### config.mk
export PLATFORM = sky130hd
export DESIGN_NAME = hex_disp_ctrl
export DESIGN_NICKNAME = d
export VERILOG_FILES = /design/src/rtl/hex_disp_ctrl_pkg.sv /design/src/rtl/hex_disp_ctrl_seg_decode.sv /design/src/rtl/hex_disp_ctrl.sv
export SDC_FILE = /design/constraint.sdc
export NUM_CORES = 1
export LEC_CHECK = 0
export ABC_AREA = 1
export CAP_MARGIN = 0
export CORE_MARGIN = 2
export CORE_UTILIZATION = 30
export DETAILED_ROUTE_END_ITERATION = 16
export GPL_TIMING_DRIVEN = 0
export PLACE_DENSITY = 0.56
export SLEW_MARGIN = 20
export SYNTH_ARGS = -nofsm -noshare
export SYNTH_HDL_FRONTEND = slang
export SYNTH_HIERARCHICAL = 1
export SYNTH_SLANG_ARGS = --single-unit
### constraint.sdc
create_clock -name clk -period 1.6 [get_ports clk]
set_input_delay 0.24 -clock clk [delete_from_list [all_inputs] [get_ports clk]]
set_output_delay 0.24 -clock clk [all_outputs]
set_load 0.005 [all_outputs]
### src/rtl/hex_disp_ctrl_pkg.sv
// Shared types and active-low seven-segment glyphs (bit 6 = g ... bit 0 = a)
// for the UART hex display controller.
package hex_disp_pkg;

    typedef enum logic [1:0] {
        IDLE     = 2'd0,
        SHIFT_HI = 2'd1,
        SHIFT_LO = 2'd2,
        ERROR    = 2'd3
    } state_t;

    localparam logic [6:0] SEG_0     = 7'b100_0000;
    localparam logic [6:0] SEG_1     = 7'b111_1001;
    localparam logic [6:0] SEG_2     = 7'b010_0100;
    localparam logic [6:0] SEG_3     = 7'b011_0000;
    localparam logic [6:0] SEG_4     = 7'b001_1001;
    localparam logic [6:0] SEG_5     = 7'b001_0010;
    localparam logic [6:0] SEG_6     = 7'b000_0010;
    localparam logic [6:0] SEG_7     = 7'b111_1000;
    localparam logic [6:0] SEG_8     = 7'b000_0000;
    localparam logic [6:0] SEG_9     = 7'b001_0000;
    localparam logic [6:0] SEG_A     = 7'b000_1000;
    localparam logic [6:0] SEG_B     = 7'b000_0011;
    localparam logic [6:0] SEG_C     = 7'b100_0110;
    localparam logic [6:0] SEG_D     = 7'b010_0001;
    localparam logic [6:0] SEG_E     = 7'b000_0110;
    localparam logic [6:0] SEG_F     = 7'b000_1110;
    localparam logic [6:0] SEG_DASH  = 7'b011_1111;
    localparam logic [6:0] SEG_BLANK = 7'b111_1111;

endpackage

### src/rtl/hex_disp_ctrl_seg_decode.sv
// Combinational nibble to active-low seven-segment glyph lookup.
module seg_decode
    import hex_disp_pkg::*;
(
    input  logic [3:0] nibble,
    output logic [6:0] seg
);

    always_comb begin
        seg = SEG_BLANK;
        case (nibble)
            4'h0: seg = SEG_0;
            4'h1: seg = SEG_1;
            4'h2: seg = SEG_2;
            4'h3: seg = SEG_3;
            4'h4: seg = SEG_4;
            4'h5: seg = SEG_5;
            4'h6: seg = SEG_6;
            4'h7: seg = SEG_7;
            4'h8: seg = SEG_8;
            4'h9: seg = SEG_9;
            4'hA: seg = SEG_A;
            4'hB: seg = SEG_B;
            4'hC: seg = SEG_C;
            4'hD: seg = SEG_D;
            4'hE: seg = SEG_E;
            4'hF: seg = SEG_F;
            default: seg = SEG_BLANK;
        endcase
    end

endmodule

### src/rtl/hex_disp_ctrl.sv
// Scrolling hex readout of the UART byte stream: each byte shifts two nibbles
// into the digit buffer; receive errors hold a dash pattern for ERR_CYCLES.
module hex_disp_ctrl
    import hex_disp_pkg::*;
#(
    parameter int NUM_DIGITS = 6,
    parameter int ERR_CYCLES = 50_000_000
) (
    input  logic                            clk,
    input  logic                            reset_n,
    input  logic                            in_valid,
    input  logic [7:0]                      in_data,
    output logic                            in_ready,
    input  logic                            clear,
    input  logic                            rx_err,
    output logic [7*NUM_DIGITS-1:0]         hex_out,
    output logic [$clog2(NUM_DIGITS+1)-1:0] digit_count,
    output logic                            err_active
);

    localparam int BUF_W = 4 * NUM_DIGITS;
    localparam int DC_W  = $clog2(NUM_DIGITS + 1);
    localparam int CNT_W = (ERR_CYCLES > 1) ? $clog2(ERR_CYCLES) : 1;
    localparam logic [DC_W-1:0]  DC_MAX     = DC_W'(NUM_DIGITS);
    localparam logic [CNT_W-1:0] CNT_RELOAD = CNT_W'(ERR_CYCLES - 1);

    state_t                  state, state_nxt;
    logic [BUF_W-1:0]        digits, digits_nxt;
    logic [DC_W-1:0]         count, count_nxt;
    logic [CNT_W-1:0]        err_cnt, err_cnt_nxt;
    logic [7:0]              byte_q;
    logic [3:0]              nibble;
    logic                    accept;
    logic [7*NUM_DIGITS-1:0] glyphs;
    logic [7*NUM_DIGITS-1:0] hex_nxt;
    logic [7*NUM_DIGITS-1:0] hex_p1;

    // clear and rx_err outrank a handshake, so they must block in_ready directly
    assign in_ready    = reset_n && (state == IDLE) && !clear && !rx_err;
    assign accept      = in_valid && in_ready;
    assign err_active  = (state == ERROR);
    assign digit_count = count;
    assign hex_out     = hex_p1;

    always_comb begin
        state_nxt   = state;
        digits_nxt  = digits;
        count_nxt   = count;
        err_cnt_nxt = err_cnt;
        nibble      = (state == SHIFT_HI) ? byte_q[7:4] : byte_q[3:0];

        case (state)
            IDLE: begin
                if (accept) state_nxt = SHIFT_HI;
            end
            SHIFT_HI, SHIFT_LO: begin
                digits_nxt = {digits[BUF_W-5:0], nibble};
                if (count != DC_MAX) count_nxt = count + 1'b1;
                state_nxt = (state == SHIFT_HI) ? SHIFT_LO : IDLE;
            end
            ERROR: begin
                if (err_cnt == '0) state_nxt = IDLE;
                else               err_cnt_nxt = err_cnt - 1'b1;
            end
            default: state_nxt = IDLE;
        endcase

        if (clear) begin
            digits_nxt = '0;
            count_nxt  = '0;
            if (state != ERROR) state_nxt = IDLE;
        end

        // an error abandons any shift: the buffer keeps what it already holds
        if (rx_err) begin
            state_nxt   = ERROR;
            err_cnt_nxt = CNT_RELOAD;
            if (!clear) begin
                digits_nxt = digits;
                count_nxt  = count;
            end
        end
    end

    for (genvar g = 0; g < NUM_DIGITS; g++) begin : g_dec
        seg_decode u_dec (
            .nibble (digits[4*g +: 4]),
            .seg    (glyphs[7*g +: 7])
        );
    end

    always_comb begin
        hex_nxt = '1;
        for (int k = 0; k < NUM_DIGITS; k++) begin
            if (state == ERROR)        hex_nxt[7*k +: 7] = SEG_DASH;
            else if (k < int'(count))  hex_nxt[7*k +: 7] = glyphs[7*k +: 7];
            else                       hex_nxt[7*k +: 7] = SEG_BLANK;
        end
    end

    // stage p1: control state and registered segment drive
    always_ff @(posedge clk) begin
        if (!reset_n) begin
            state   <= IDLE;
            digits  <= '0;
            count   <= '0;
            err_cnt <= '0;
            hex_p1  <= '1;
        end else begin
            state   <= state_nxt;
            digits  <= digits_nxt;
            count   <= count_nxt;
            err_cnt <= err_cnt_nxt;
            hex_p1  <= hex_nxt;
        end
    end

    always_ff @(posedge clk) begin
        if (accept) byte_q <= in_data;
    end

endmodule

* Word-level counts from Yosys, hierarchy flattened
Memories as Yosys holds them, arrays and structs flattened. A register that Yosys moved wholly into a read port is not among the register bits.
Index checks and enable logic that the tools add are counted.
** Cells by class
- Add/subtract/negate cells :: 2
- Order comparisons :: 6
- Equal/unequal tests :: 7
- Muxes and demuxes :: 44
- Bitwise operators :: 8
- Reduce and logical (&&, ||, !) cells :: 19
** Operators with widths (count)
- $mux 24 :: 4
- $mux 7 :: 12
- $mux 26 :: 3
- $mux 4 :: 13
- $logic_not 26->1 :: 1
- $sub 26x1->26 const B :: 1
- $reduce_or 3->1 :: 6
- $mux 3 :: 5
- $mux 2 :: 6
- $not 1->1 :: 8
- $lt 1x3->1 const A :: 2
- $lt 2x3->1 const A :: 2
- $lt 3x3->1 const A :: 2
- $ne 2x2->1 const B :: 3
- $pmux 2 s3 :: 1
- $eq 2x2->1 const B :: 2
- $logic_and 1x1->1 :: 4
- $reduce_and 2->1 :: 2
- $reduce_or 2->1 :: 2
- $add 3x1->3 const B :: 1
- $ne 3x3->1 const B :: 1
- $eq 2x1->1 const B :: 1
- $logic_not 1->1 :: 2
- $logic_not 2->1 :: 1
- $reduce_bool 2->1 :: 1
** Word-level totals
- Bits in registers :: 105
- Bits in read-only memories :: 672
- Bits of input ports :: 13
- Output and inout bits :: 47
- Memories :: 6
** Memories
- (name not given) :: words 16, width 7, rd ports 1, clocked after memory_dff 1, write ports 0, line hex_disp_ctrl_seg_decode.sv:11 : case (nibble)
- (name not given) :: words 16, width 7, rd ports 1, clocked after memory_dff 1, write ports 0, line hex_disp_ctrl_seg_decode.sv:11
- (name not given) :: words 16, width 7, rd ports 1, clocked after memory_dff 1, write ports 0, line hex_disp_ctrl_seg_decode.sv:11
- (name not given) :: words 16, width 7, rd ports 1, clocked after memory_dff 1, write ports 0, line hex_disp_ctrl_seg_decode.sv:11
- (name not given) :: words 16, width 7, rd ports 1, clocked after memory_dff 1, write ports 0, line hex_disp_ctrl_seg_decode.sv:11
- (name not given) :: words 16, width 7, rd ports 1, clocked after memory_dff 1, write ports 0, line hex_disp_ctrl_seg_decode.sv:11

* Depth between registers and ports, before layout
- Word-level depth :: 10
- Mapped depth :: 13

* Hierarchy
The synthesis kept the hierarchy.
** Modules (own cells, without submodules)
- hex_disp_ctrl :: times used 1, cells an instance 602, area an instance 4574.4 um^2
- seg_decode :: times used 6, cells an instance 49, area an instance 274.0 um^2

* Worst setup path before layout
Ideal clock, no wire load.
- Kind :: reg-to-reg
- From :: reg err_cnt[0]
- To :: reg err_cnt[4]
- Setup time :: 128 ps
- Arrival :: 1482 ps
- Slack :: -10 ps
- Cell stages (with the launch flop) :: 13
- Buffers on the path :: 1
- Clock period less this slack :: 1610 ps
- Path through :: dfxtp_1 -> inv_1 -> ha_1 -> nand2_4 -> clkinv_4 -> nand2_4 -> nor2_4 -> nand2_4 -> buf_6 -> nand3b_1 -> nand2_1 -> a21oi_1 -> nor2_1
** Between the ends
- Word-level cells in the longest chain between the ends :: 4
** Ends and longest elaborated chain
- start: declaration :: line hex_disp_ctrl.sv:30 : logic [CNT_W-1:0] err_cnt, err_cnt_nxt;
- start signal: assignment :: line hex_disp_ctrl.sv:113 : err_cnt <= err_cnt_nxt;
- $sub 26x1->26 :: line hex_disp_ctrl.sv:63 : else err_cnt_nxt = err_cnt - 1'b1;
- $mux 26 :: line hex_disp_ctrl.sv:62 : if (err_cnt == '0) state_nxt = IDLE;
- $mux 26 :: line hex_disp_ctrl.sv:52 : case (state)
- $mux 26 :: line hex_disp_ctrl.sv:75 : if (rx_err) begin
Several ways; a longest one is shown, not always the timed one. The select of a mux whose other input is x is not followed.
A chain may end at the register's enable or synchronous reset.

* Worst setup path after layout
- From :: reg state[0]
- To :: reg digits[5]
** Between the ends
- Word-level cells in the longest chain between the ends :: 6
** Ends and longest elaborated chain
- start: declaration :: line hex_disp_ctrl.sv:27 : state_t state, state_nxt;
- start signal: assignment :: line hex_disp_ctrl.sv:110 : state <= state_nxt;
- $eq 2x1->1 or $eq 2x2->1 (tied branches) :: line hex_disp_ctrl.sv:52
- $reduce_or 2->1 * :: line hex_disp_ctrl.sv:52
- $mux 24 * :: line hex_disp_ctrl.sv:52
- $mux 24 * :: line hex_disp_ctrl.sv:68 : if (clear) begin
- $mux 24 :: line hex_disp_ctrl.sv:78 : if (!clear) begin
- $mux 24 * :: line hex_disp_ctrl.sv:75
- end signal: assignment :: line hex_disp_ctrl.sv:111 : digits <= digits_nxt;
- end: declaration :: line hex_disp_ctrl.sv:28 : logic [BUF_W-1:0] digits, digits_nxt;
Mark *: on every way between the ends. The rest lies on a longest branch, timed or not. The select of a mux whose other input is x is not followed.

==> impl_metrics.tcl <==
set metrics [dict create \
    clk_latency_ns 0.36 \
    synthCells 896 \
    remaining_drc_errors 0 \
    cp_max_fo 4 \
    hold_class "input port to flip-flop" \
    synth_edf_count 8 \
    antenna_found_initial 0 \
    skew_ns 0.00782 \
    pre_cts_slack_ns -0.602 \
    grt_pass1_wl_um 25500 \
    path_buf_inv 3 \
    drive_gt1_frac 0.199 \
    p_per_area_mw_per_mm2 716 \
    ir_drop_mv 0.511 \
    yosysWarnings 6 \
    area_delta_synth_final_pct 27.0 \
    fin_crit_ns 1.55 \
    drtIter0Drc 305 \
    htreeDepth 3 \
    synthDistinctLibCells 35 \
    crit_family "flip-flops" \
    grt_max_degree 17 \
    sw_frac_of_total 0.268 \
    dp_cells 1225 \
    post_layout_nonfiller_instances 1263 \
    cts_inserted_buffers 9 \
    cp.required_ns 1.88 \
    met3_length_um 674 \
    netlist_area_mm2 0.00622 \
    relSlewSlack 0.574 \
    die_w_um 148 \
    power_frac_comb 0.124 \
    max_freq_mhz 644 \
    synth_seq_area_share 0.351 \
    setup_viol 0 \
    final_nets 1050 \
    seq_area_mm2 0.00223 \
    end_kind "flip-flop" \
    synth_area_leaders "dfxtp_1 (31%), nand2_1 (17%), ha_1 (9.9%)" \
    dp_hpwl_um 11300 \
    async_reset_ff_frac 0 \
    top_layer "met4" \
    cts_sinks 105 \
    cp.depth 8 \
    finalWeightedCongestion 0.875 \
    crit_slowest_cell "dfxtp_2" \
    synth_nets 958 \
    worst_hold_path.num_cells 3 \
    routed_wl_um 15700 \
    fin_hold_ws_ns 0.397 \
    cts_tree "built" \
    wl_met2_um 7230 \
    path_clk_slew_ns 0.08 \
    dr.pass1.iters 4 \
    ant_nets 0 \
    netlist_top_cells_count "nand2_1 (284), inv_1 (115), dfxtp_1 (97)" \
    wl_per_cell_um 12.4 \
    final_util 0.389 \
    crit_type "flip-flop to flip-flop" \
    leakagePower_nw 3.42 \
    fillers 2161 \
    grt_usage 0.144 \
    status "finished clean" \
    switchingPower_mw 1.52 \
    layout_setup_ws_ns 0.0470 \
    synth_ff_type "dfxtp_1" \
    rsz0062_at_grt "yes" \
    rows 52 \
    netlist.area_leader.share 0.312 \
    ys_ff_latch 105 \
    crit_path_frequent_cell "buf_4" \
    synth.most_common_cell "nand2_1" \
    p_int_mw 4.14 \
    grt.overflow.total 0 \
    clockBufferDepth 2 \
    clkPwrFrac 0.386 \
    start_util 0.306 \
    finalHoldViolCount 0 \
    syn_area_per_cell_um2 6.94 \
    crit_path_cell_trace "inv_1 -> ha_4 -> nand2_2 -> nor2_4 -> buf_4 -> buf_4 -> nand2_1 -> a21oi_1" \
    post-route-period-util 0.971 \
    tightestPinTransition_ns 0.634 \
    io_buffers 59 \
    die_area_mm2 0.0219 \
    yosys.area.top_type "dfxtp_1" \
    ios 60 \
    arrival_ns 1.83 \
    seq_power_share 0.490 \
    multi_input_area_mm2 0.00355 \
    dieHeight_um 148 \
    vias_per_cell 4.49 \
    cp-start-kind "flip-flop" \
    routedLengthMet1_um 7560 \
    core_mm2 0.0203 \
    timing.max_cap.violations 0 \
    maxSlewViolCount 0 \
    r2r_cells 8 \
    root_buffer "clkbuf_16" \
    vias 5672 \
    grt_pass1_vias 5133 \
    slowest_delay_ns 0.39 \
    fin_setup_tns_ns 0 \
    n_antenna_cell 0 \
]
[registers in the layout (all words and copies together), names as in the netlist]
register / flops
byte_q: 8
hex_out: 42
digits: 24
state: 2
err_cnt: 26
digit_count: 3
[layout make-up]
cell class                      count  area share
Buffer                             28      0.0299
Clock buffer                       12      0.0325
Clock inverter                      4     0.00333
Inverter                          128      0.0626
Multi-Input combinational cell    636       0.450
Sequential cell                   105       0.282
Tap cell                          270      0.0428
Timing Repair Buffer               80      0.0971
[tightest hold or removal path: cells and delay by family]
family                 cells  cell delay, ns
buffers and inverters      2            0.43
AOI/OAI and AO/OA          1            0.04
[power by group through the flow]
stage / logic [mW] / clock network, mW / registers (mW)
CTS: 0.630 / 2.28 / 2.76
detailed placement: 0.575 / 0 / 2.82
finish: 0.700 / 2.18 / 2.77
global route: 0.778 / 2.34 / 2.78
global placement: 0.573 / 0 / 2.82
floorplan: 0.401 / 0 / 2.81
[repair_timing]
action | in CTS | in global routing
setup endpoints to repair | 91 | 85
pin swaps | 5 | 22
setup buffers | 6 | 13
cloned | 3 | 0
hold buffers | 0 | 0
gates resized for setup | 40 | 77
[placed cells by master (no fill, tap or decap), types with 22 or more instances in the layout]
cell / instances
a21oi_1: 37
clkdlybuf4s50_1: 55
dfxtp_1: 68
dfxtp_2: 26
ha_1: 46
inv_1: 103
nand2_1: 278
nand3_1: 92
nor2_1: 42
o21ai_0: 22
[final timing paths]
path	start	end	slack (ns)
worst max-delay path	state[0]	digits[5]	0.05
worst min register to register	digits[23]	digits[23]	0.47
worst max register to register	state[0]	digits[5]	0.05
worst min-delay path	reset_n	err_cnt[0]	0.40
[through the flow]
stage / area (um2) / total power [mW]
global placement: 7150 / 3.39
CTS: 7610 / 5.67
detailed placement: 7150 / 3.39
global route: 7900 / 5.90
floorplan: 6220 / 3.21
finish: 7900 / 5.66
[cell families (layout without fill, tap and decap cells)]
family / count (synthesis) / in the layout / synth area share
AND/OR/NAND/NOR: 496 / 497 / 0.353
buffers and inverters: 156 / 252 / 0.110
flip-flops: 105 / 105 / 0.351
AO/OA/AOI/OAI: 77 / 77 / 0.0670
adder cells (fa/ha/maj): 49 / 49 / 0.0986
XOR/XNOR: 9 / 9 / 0.0127
multiplexers: 4 / 4 / 0.00724
[routing by layer]
layer	GRT usage	vias up
li1	-	2987
met1	0.193	2572
met2	0.236	97
met3	0.0299	16
met4	0.0419	0
met5	0	-
No activity file was read; power rests on OpenSTA's default activity.
